### config.mk
export PLATFORM = sky130hd
export DESIGN_NAME = run_length_detector
export DESIGN_NICKNAME = d
export VERILOG_FILES = /design/src/rtl/run_length_detector.sv
export SDC_FILE = /design/constraint.sdc
export NUM_CORES = 1
export LEC_CHECK = 0
export BUFFER_PORTS_ARGS = -buffer_cell sky130_fd_sc_hd__buf_4
export CAP_MARGIN = 40
export CORE_MARGIN = 3
export CORE_UTILIZATION = 57
export CTS_BUF_LIST = sky130_fd_sc_hd__clkbuf_8
export DETAILED_ROUTE_END_ITERATION = 8
export HOLD_SLACK_MARGIN = 0.02
export PLACE_DENSITY = 0.88
export REMOVE_ABC_BUFFERS = 1
export SYNTH_ARGS = -nofsm -noshare
export SYNTH_HDL_FRONTEND = slang
export SYNTH_SLANG_ARGS = --single-unit
### constraint.sdc
create_clock -name clk -period 2.1 [get_ports clk]
set_clock_uncertainty 0.2 [all_clocks]
set_input_delay 0.42 -clock clk [delete_from_list [all_inputs] [get_ports clk]]
set_output_delay 0.42 -clock clk [all_outputs]
set_load 0.02 [all_outputs]
### src/rtl/run_length_detector.sv
// Serial "0, exactly L ones, 0" frame detector with a sticky alarm and a saturating hit counter.
// Optional build macro DETECT_OVERLAP_EN: no ALARM stall, so the terminating 0 restarts the scan.
module run_length_detector #(
  parameter int MAX_RUN = 15,
  parameter int LW      = 4,
  parameter int CNT_W   = 8
) (
  input  logic             clk,
  input  logic             rst_n,
  input  logic             j,
  input  logic             en,
  input  logic             clr,
  input  logic [LW-1:0]    run_len,
  output logic             w,
  output logic             busy,
  output logic [CNT_W-1:0] hit_cnt
);

`ifdef DETECT_OVERLAP_EN
  typedef enum logic [1:0] {IDLE, ZERO, COUNT} state_e;
`else
  typedef enum logic [1:0] {IDLE, ZERO, COUNT, ALARM} state_e;
`endif

  state_e           state_q, state_d;
  logic [LW-1:0]    rc_q, rc_d;
  logic [LW-1:0]    len_q, len_d;
  logic             w_q, w_d;
  logic [CNT_W-1:0] hit_q, hit_d;
  logic [LW-1:0]    len_clamped;
  logic             det;

  always_comb begin
    len_clamped = run_len;
    if (run_len == '0) begin
      len_clamped = LW'(1);
    end else if (run_len > LW'(MAX_RUN)) begin
      len_clamped = LW'(MAX_RUN);
    end
  end

  always_comb begin
    state_d = state_q;
    rc_d    = rc_q;
    len_d   = len_q;
    det     = 1'b0;
    case (state_q)
      IDLE: begin
        len_d = len_clamped;
        if (!j) state_d = ZERO;
      end
      ZERO: begin
        if (j) begin
          state_d = COUNT;
          rc_d    = LW'(1);
        end
      end
      COUNT: begin
        if (j) begin
          if (rc_q == len_q) begin
            state_d = IDLE;
            rc_d    = '0;
          end else begin
            rc_d = rc_q + LW'(1);
          end
        end else begin
          rc_d = '0;
          if (rc_q == len_q) begin
            det = 1'b1;
`ifdef DETECT_OVERLAP_EN
            state_d = ZERO;
`else
            state_d = ALARM;
`endif
          end else begin
            state_d = ZERO;
          end
        end
      end
`ifndef DETECT_OVERLAP_EN
      ALARM: begin
        if (en) state_d = IDLE;
      end
`endif
      default: state_d = IDLE;
    endcase
  end

  // A detection in the acknowledge cycle keeps the alarm raised.
  always_comb begin
    w_d = w_q;
    if (det) begin
      w_d = 1'b1;
    end else if (en && w_q) begin
      w_d = 1'b0;
    end
  end

  always_comb begin
    hit_d = hit_q;
    if (det) begin
      if (clr)             hit_d = CNT_W'(1);
      else if (hit_q != '1) hit_d = hit_q + CNT_W'(1);
    end else if (clr) begin
      hit_d = '0;
    end
  end

  always_ff @(posedge clk or negedge rst_n) begin
    if (!rst_n) begin
      state_q <= IDLE;
      rc_q    <= '0;
      len_q   <= LW'(1);
      w_q     <= 1'b0;
      hit_q   <= '0;
    end else begin
      state_q <= state_d;
      rc_q    <= rc_d;
      len_q   <= len_d;
      w_q     <= w_d;
      hit_q   <= hit_d;
    end
  end

  assign w       = w_q;
  assign busy    = (state_q != IDLE);
  assign hit_cnt = hit_q;

endmodule

==> results of run 1 <==
[report_power, final]
| part | switching (uW) | internal [uW] |
|---|---|---|
| Combinational | 175 | 188 |
| Sequential | 91.6 | 433 |
| Clock | 120 | 130 |
| Total | 387 | 751 |
[area by class of cell]
| type | instances | area share |
|---|---|---|
| tap | 25 | 0.0240 |
| inverter | 5 | 0.0144 |
| sequential | 19 | 0.366 |
| clock buffer | 3 | 0.0317 |
| multi-input combinational | 79 | 0.439 |
| clock inverter | 1 | 0.00288 |
| timing repair buffer | 21 | 0.123 |
[layer usage]
| metal | vias up | part of all wire | track usage |
|---|---|---|---|
| met5 | - | 0 | 0 |
| li1 | 437 | - | - |
| met2 | 26 | 0.50 | 0.348 |
| met4 | 0 | 0.014 | 0.0922 |
| met3 | 4 | 0.043 | 0.0332 |
| met1 | 439 | 0.44 | 0.238 |
[worst max-delay path, cell delays in order (launching register included)]
cell	delay, ns
dfstp_2	0.55
xnor2_2	0.13
nand4_1	0.13
buf_4	0.19
or4_1	0.50
a21oi_1	0.18
[flip-flops by register name, summed over array words and instances, names as in the netlist]
register,flops
hit_cnt,8
state_q,2
rc_q,4
w,1
len_q,4
[worst min-delay path by stage]
stage                     start          to  slack [ns]  cells past startpoint
final                        en  state_q[0]        0.14                      2
after global routing         en  state_q[0]        0.15                      2
after CTS                    en  state_q[0]        0.14                      2
after detailed placement  rst_n  hit_cnt[5]        0.11                      1
after global placement    rst_n  hit_cnt[5]        0.10                      1
after floorplan           rst_n  hit_cnt[0]       -0.08                      0
[cell usage after synthesis]
library cell and instances:
nand3b_1 1, buf_6 2, o21ai_1 2, and3b_1 1, mux2_2 3, inv_1 5
nor3b_4 1, nor2b_1 2, buf_2 1, nor3_1 4, a41oi_1 1, o31ai_1 4
or4_1 4, xnor2_2 4, nand2b_1 4, nand4_1 2, a211o_1 1, nand2_1 5
mux2_1 1, and3_1 1, buf_4 1, a21oi_1 10, nand3_1 5, mux2i_1 1
a31oi_1 2, a21o_1 2, a311oi_1 1, buf_1 1, o21ai_2 1, nor2_1 7
dfrtp_1 18, ha_1 2, dfstp_2 1, a22o_1 4, and4_1 1, o21a_1 1
or3_1 1
[metrics by stage]
step / hold WS [ns] / setup slack, ns / area [um^2]
global placement: 0.104 / 0.253 / 1240
floorplan: -0.0756 / 0.178 / 1060
global route: 0.152 / 0.0479 / 1300
finish: 0.144 / 0.144 / 1300
detailed placement: 0.111 / 0.152 / 1240
CTS: 0.142 / 0.136 / 1300
[logic make-up (layout without fill, tap and decap cells)]
family,after synthesis,after routing,synth area share
multiplexers,5,5,0.0500
buffers and inverters,10,30,0.0523
adder cells (fa/ha/maj),2,2,0.0227
XOR/XNOR,4,4,0.0591
AO/OA/AOI/OAI,29,29,0.177
AND/OR/NAND/NOR,39,39,0.206
flip-flops,19,19,0.433
[repair_timing]
item | 4_1_cts | 5_1_grt
hold buffers | 1 | 0
endpoints found under the hold margin | 18 | 0
gates resized for setup | 0 | 1
endpoints found under the setup margin | 0 | 1
==> results.json, run 1 <==
{
  "hpwl_um": 1610,
  "gp_congestion": 0.854,
  "n_antenna_cell": 0,
  "drt-initial-drc-count": 19,
  "critical_path_required_ns": 2.07,
  "yosys.area.top_type": "dfrtp_1",
  "antenna_found_initial": 0,
  "syn2layout_area_growth_pct": 18.4,
  "routed_via_density": 5.92,
  "startpoint": "len_q[0]",
  "synthTopCellsByArea": "dfrtp_1 41%, xnor2_2 5.9%, a21oi_1 4.5%, a22o_1 3.2%, mux2_2 3.1%",
  "setup_viol": 0,
  "peakVddDrop_mv": 0.576,
  "fin_cells": 153,
  "wl_per_cell_um": 14.7,
  "synthCells": 108,
  "worstSetupStartpointType": "flip-flop",
  "finalSetupTns_ns": 0,
  "slew_headroom": 0.663,
  "holdCritPathClass": "input pin to flip-flop",
  "fin_crit_sh": 0.932,
  "synth_top_area_share": 0.409,
  "yosysSeqAreaShare": 0.433,
  "grt_pass1_vias": 878,
  "drc_errors": 0,
  "p_total_uw": 1140,
  "die_area_mm2": 0.00250,
  "fp.dieW_um": 50.0,
  "track_usage": 0.200,
  "grt_max_degree": 20,
  "grt_pass1_wl_um": 3830,
  "die_h_um": 50.0,
  "cts_buffers": 3,
  "r2r_end": "hit_cnt[3]",
  "dr.pass1.iters": 4,
  "fin_crit_ns": 1.96,
  "postCtsSetupBuffers": 0,
  "rrSetupSlack_ns": 0.14,
  "synth_area_mm2": 0.00110,
  "max_freq_mhz": 511,
  "routed_wl_um": 2250,
  "syn-mean-instance-area_um2": 10.2,
  "max_cap_violations": 0,
  "start_util": 0.618,
  "ioPinCount": 19,
  "core-area_mm2": 0.00178,
  "critPathMaxFanout": 12,
  "vias": 906,
  "clkSinkCount": 19,
  "ant_nets": 0,
  "regArea_um2": 477,
  "placedCellCount": 148,
  "cts_tree": "yes",
  "rr_worst_depth": 5,
  "clkLatencyLatePin_ns": 0.25,
  "cellPowerDensity_mw_per_mm2": 873,
  "grt.overflow.total": 0,
  "rsz0062_at_grt": "false",
  "status": "finished, final reports clean",
  "yosysWarningCount": 0,
  "layout_common_cells": "20 x buf_4, 18 x dfrtp_1, 10 x a21oi_1, 7 x nor2_1, 6 x inv_1",
  "critical_path_class": "flip-flop to flip-flop",
  "final_util": 0.731,
  "fp-row-count": 15,
  "r2r-start": "len_q[0]",
  "num-fill-cells": 138,
  "clockBufferDepth": 2,
  "synth_seq_cells": 19,
  "hold_violations": 0,
  "cts.reportedPaths.clkPinSlew_ns": 0.07,
  "endpoint": "hit_cnt[3]",
  "end_kind": "flip-flop",
  "htree_levels": 1,
  "root_buffer": "clkbuf_8",
  "io_buffers": 18,
  "multi_input_area_um2": 572,
  "maxSlewViolCount": 0,
  "worst_pin_slew_ns": 0.499,
  "layout.nets": 140,
  "cp.arrival_ns": 1.93,
  "layout-drive-gt1-share": 0.266,
  "ys_types": 37,
  "total_leakage_power_uw": 0.000602,
  "final_common_cell": "buf_4"
}
No activity file was read; power rests on OpenSTA's default activity.
==> run 2: changes to the inputs <==
--- a/config.mk
+++ b/config.mk
@@ -14,3 +14,3 @@
 export HOLD_SLACK_MARGIN = 0.02
-export PLACE_DENSITY = 0.88
+export PLACE_DENSITY = 0.81
 export REMOVE_ABC_BUFFERS = 1
==> constraint.sdc (replaced) <==
create_clock -name clk -period 2.1 [get_ports clk]
set_clock_uncertainty 0.2 [all_clocks]
set_input_delay 0.525 -clock clk [delete_from_list [all_inputs] [get_ports clk]]
set_output_delay 0.525 -clock clk [all_outputs]
set_load 0.02 [all_outputs]
==> results.json, run 2 (synthesized netlist as in run 1, its figures left out) <==
{
  "status": "finished, final reports clean",
  "grt_pass1_wl_um": 3700,
  "root_buffer": "clkbuf_8",
  "routed_wl_um": 2100,
  "largest_reg_flops": 8,
  "hold_violations": 0,
  "routed_via_density": 5.78,
  "crit_family": "simple AND/OR/NAND/NOR gates",
  "holdCritPathClass": "input pin to flip-flop",
  "cp.buffers_inverters": 1,
  "core-area_mm2": 0.00178,
  "slew_headroom": 0.670,
  "syn2layout_area_growth_pct": 18.1,
  "critical_path_required_ns": 2.07,
  "grt_max_degree": 20,
  "n_antenna_cell": 0,
  "hold_start": "en",
  "drc_errors": 0,
  "setup_viol": 0,
  "r2r-start": "len_q[0]",
  "critical_path_class": "flip-flop to flip-flop",
  "ant_nets": 0,
  "rsz0062_at_grt": "false",
  "start_util": 0.618,
  "cts.reportedPaths.clkPinSlew_ns": 0.07,
  "die_area_mm2": 0.00250,
  "max_stage_delay_ns": 0.57,
  "cts_tree": "yes",
  "fin_crit_ns": 1.98,
  "wl_per_cell_um": 13.7,
  "clkSinkCount": 19,
  "ioPinCount": 19,
  "antenna_found_initial": 0,
  "worst_pin_slew_ns": 0.488,
  "drt-initial-drc-count": 27,
  "clkLatencyLatePin_ns": 0.25,
  "grt.overflow.total": 0,
  "gp_congestion": 0.792,
  "cts_buffers": 3,
  "dr.pass1.iters": 4,
  "grt_pass1_vias": 843,
  "fp.dieW_um": 50.0,
  "track_usage": 0.194,
  "end_kind": "flip-flop",
  "die_h_um": 50.0,
  "cellPowerDensity_mw_per_mm2": 865,
  "cp.arrival_ns": 1.96,
  "p_total_uw": 1120,
  "path_cells": "xnor2_2, nand4_1, buf_4, or4_1, a21oi_1",
  "critPathMaxFanout": 12,
  "fin_crit_sh": 0.945,
  "max_freq_mhz": 504,
  "startpoint": "len_q[0]",
  "clockBufferDepth": 2,
  "layout.nets": 140,
  "worstSetupStartpointType": "flip-flop",
  "io_buffers": 18,
  "finalSetupTns_ns": 0,
  "layout-drive-gt1-share": 0.266,
  "max_cap_violations": 0,
  "final_util": 0.729,
  "htree_levels": 1,
  "vias": 884,
  "final_common_cell": "buf_4",
  "hpwl_um": 1520,
  "maxSlewViolCount": 0,
  "peakVddDrop_mv": 0.647,
  "total_leakage_power_uw": 0.000601,
  "layout_common_cells": "20 x buf_4, 18 x dfrtp_1, 10 x a21oi_1, 7 x nor2_1",
  "fp-row-count": 15,
  "cp_slowest_cell": "dfstp_2"
}
## run 2: changes by cell type in the layout (fill, tap and decap cells not counted)
cell,change
clkinv_2,+1
inv_1,-1
nand3_1,+1
nand3_2,-1
## run 2: final cells by class
type	instances	area, um^2
inverters	5	18.8
clock inverters	1	5.00
clock buffers	3	41.3
fillers	137	483
well taps	25	31.3
flip-flops and latches	19	477
multi-input cells	79	567
repair buffers	21	160
## run 2: per-stage QoR
step                cell area (um^2)  hold slack [ns]  instances  setup WS (ns)
floorplan                       1060           0.0294        103          0.178
global placement                1240            0.209        148          0.140
detailed placement              1240            0.212        148         0.0769
CTS                             1300            0.253        153         0.0866
global route                    1300            0.265        153       0.000657
finish                          1300            0.254        153          0.115
## run 2: final timing paths
kind	to	slack (ns)	cells past startpoint
setup / recovery	hit_cnt[2]	0.12	5
hold / removal	state_q[0]	0.25	2
setup reg to reg	hit_cnt[2]	0.12	5
hold reg to reg	w	0.29	1
max in group asynchronous	len_q[0]	0.96	2
min in group asynchronous	hit_cnt[4]	0.48	2
## run 2: repair_timing
action / in CTS / in global routing
gates resized for setup: 0 / 0
buffers inserted: 0 / 0
hold endpoints to repair: 18 / 0
hold buffers: 1 / 0
## run 2: routing by layer
| layer | vias to the layer above | part of all wire | routed length (um) | global-route usage |
|---|---|---|---|---|
| met5 | - | 0 | 0 | 0 |
| met2 | 17 | 0.53 | 1120 | 0.326 |
| met4 | 0 | 0.015 | 31 | 0.0876 |
| met3 | 5 | 0.027 | 57 | 0.0272 |
| met1 | 423 | 0.42 | 888 | 0.245 |
| li1 | 439 | - | - | - |
## run 2: where the power goes
group	leakage [uW]	switching [uW]	internal, uW
clock	0.0000255	119	132
sequential	0.000247	92.7	433
combinational	0.000328	161	187
==> run 3: changes to the inputs <==
CELL_PAD_IN_SITES_DETAIL_PLACEMENT = 1   (was not set)
CELL_PAD_IN_SITES_GLOBAL_PLACEMENT = 1   (was not set)
CORE_UTILIZATION = 44   (was 57)
PLACE_DENSITY = not set   (was 0.81)
PLACE_DENSITY_LB_ADDON = 0.1   (was not set)
SLEW_MARGIN = 20   (was not set)
==> results.json, run 3 (synthesized netlist as in run 1, its figures left out) <==
{
  "root_buffer": "clkbuf_8",
  "startpoint": "hit_cnt[0]",
  "fin_crit_sh": 0.932,
  "finalSetupTns_ns": 0,
  "grt_max_degree": 20,
  "peakVddDrop_mv": 0.514,
  "dr.pass1.iters": 3,
  "vias": 929,
  "track_usage": 0.190,
  "drc_errors": 0,
  "routed_wl_um": 2740,
  "fin_crit_ns": 1.96,
  "cp_slowest_cell": "dfrtp_1",
  "status": "finished, final reports clean",
  "maxSlewViolCount": 0,
  "max_freq_mhz": 511,
  "num-fill-cells": 270,
  "endpoint": "hit_cnt[7]",
  "critical_path_class": "flip-flop to flip-flop",
  "htree_levels": 1,
  "rr_worst_depth": 5,
  "die_area_mm2": 0.00314,
  "antenna_found_initial": 0,
  "max_stage_delay_ns": 0.43,
  "hold_violations": 0,
  "gp_congestion": 0.716,
  "ant_nets": 0,
  "rsz0062_at_grt": "false",
  "cp.arrival_ns": 1.89,
  "r2r-start": "hit_cnt[0]",
  "critical_path_required_ns": 2.04,
  "largest_reg_flops": 8,
  "fp.dieW_um": 56.0,
  "cts_hold_buf": 1,
  "grt.overflow.total": 0,
  "postPlaceCellArea_mm2": 0.00125,
  "r2r_end": "hit_cnt[7]",
  "final_common_cell": "buf_4",
  "worst_pin_slew_ns": 0.555,
  "layout_common_cells": "21 x buf_4, 18 x dfrtp_1, 10 x a21oi_1, 7 x nor2_1",
  "path_cells": "ha_1, nand3_1, o21ai_2, nor3_1, mux2_1",
  "cts.reportedPaths.clkPinSlew_ns": 0.07,
  "stdcell_area_mm2": 0.00131,
  "routed_via_density": 5.92,
  "slew_headroom": 0.625,
  "clockBufferDepth": 2,
  "drt-initial-drc-count": 18,
  "hpwl_um": 2000,
  "setup_viol": 0,
  "die_h_um": 56.0,
  "cts_buffers": 3,
  "critPathMaxFanout": 11,
  "io_buffers": 18,
  "crit_family": "flip-flops",
  "total_leakage_power_uw": 0.000605,
  "end_kind": "flip-flop",
  "fp-row-count": 17,
  "max_cap_violations": 0,
  "worstSetupStartpointType": "flip-flop",
  "core-area_mm2": 0.00230,
  "cellPowerDensity_mw_per_mm2": 884,
  "holdCritPathClass": "input pin to flip-flop",
  "n_antenna_cell": 0,
  "wl_per_cell_um": 17.5,
  "cp.buffers_inverters": 0,
  "clkSinkCount": 19,
  "cts_tree": "yes",
  "grt_pass1_vias": 1035,
  "clkLatencyLatePin_ns": 0.25,
  "start_util": 0.479,
  "rrSetupSlack_ns": 0.14,
  "cp.depth": 5,
  "ioPinCount": 19,
  "cts-resized-gates": 0,
  "syn2layout_area_growth_pct": 19.1,
  "postCtsSetupBuffers": 0,
  "grt_pass1_wl_um": 4760,
  "layout-drive-gt1-share": 0.271,
  "layout.nets": 141
}
-- run 3: cell types whose count changed in the layout (fill, tap and decap cells not counted), sizes merged --
cell  delta
buf      +1
-- run 3: how the worst min path moves through the flow --
stage | from | endpoint | cells after the start
after detailed placement | rst_n | w | 1
after global placement | rst_n | w | 1
final | en | state_q[0] | 2
after CTS | en | state_q[0] | 2
after floorplan | rst_n | hit_cnt[0] | 0
after global routing | en | state_q[0] | 2
-- run 3: worst register-to-register path, cell delays in order (launching register included) --
cell	delay, ns
dfrtp_1	0.43
ha_1	0.20
nand3_1	0.14
o21ai_2	0.43
nor3_1	0.11
mux2_1	0.32
-- run 3: layout make-up --
| type | instances | area (um^2) | share of cell area |
|---|---|---|---|
| repair buffers | 22 | 168 | 0.128 |
| inverters | 5 | 18.8 | 0.0143 |
| flip-flops and latches | 19 | 477 | 0.364 |
| clock buffers | 3 | 41.3 | 0.0315 |
| multi-input cells | 79 | 567 | 0.432 |
| well taps | 28 | 35.0 | 0.0267 |
| clock inverters | 1 | 5.00 | 0.00382 |
-- run 3: per-stage QoR --
stage | std cells | worst slack [ns] | total power, uW | utilization | hold slack (ns)
after floorplan | 103 | 0.178 | 771 | - | 0.0294
after global placement | 152 | 0.131 | 871 | 0.546 | 0.215
after detailed placement | 152 | 0.0921 | 909 | 0.546 | 0.219
after CTS | 157 | 0.162 | 1180 | 0.571 | 0.243
after global routing | 157 | 0.00247 | 1240 | 0.571 | 0.257
final | 157 | 0.143 | 1160 | 0.571 | 0.251
-- run 3: where the power goes --
| group | internal (uW) | switching [uW] |
|---|---|---|
| clock | 132 | 124 |
| sequential | 432 | 96.6 |
| combinational | 188 | 187 |
-- run 3: routing by layer --
metal / vias to the layer above / track usage / wire length, um
met5: - / 0 / 0
met4: 0 / 0.0847 / 74
met3: 8 / 0.0278 / 80
met2: 18 / 0.352 / 1410
met1: 464 / 0.212 / 1180
li1: 439 / - / -
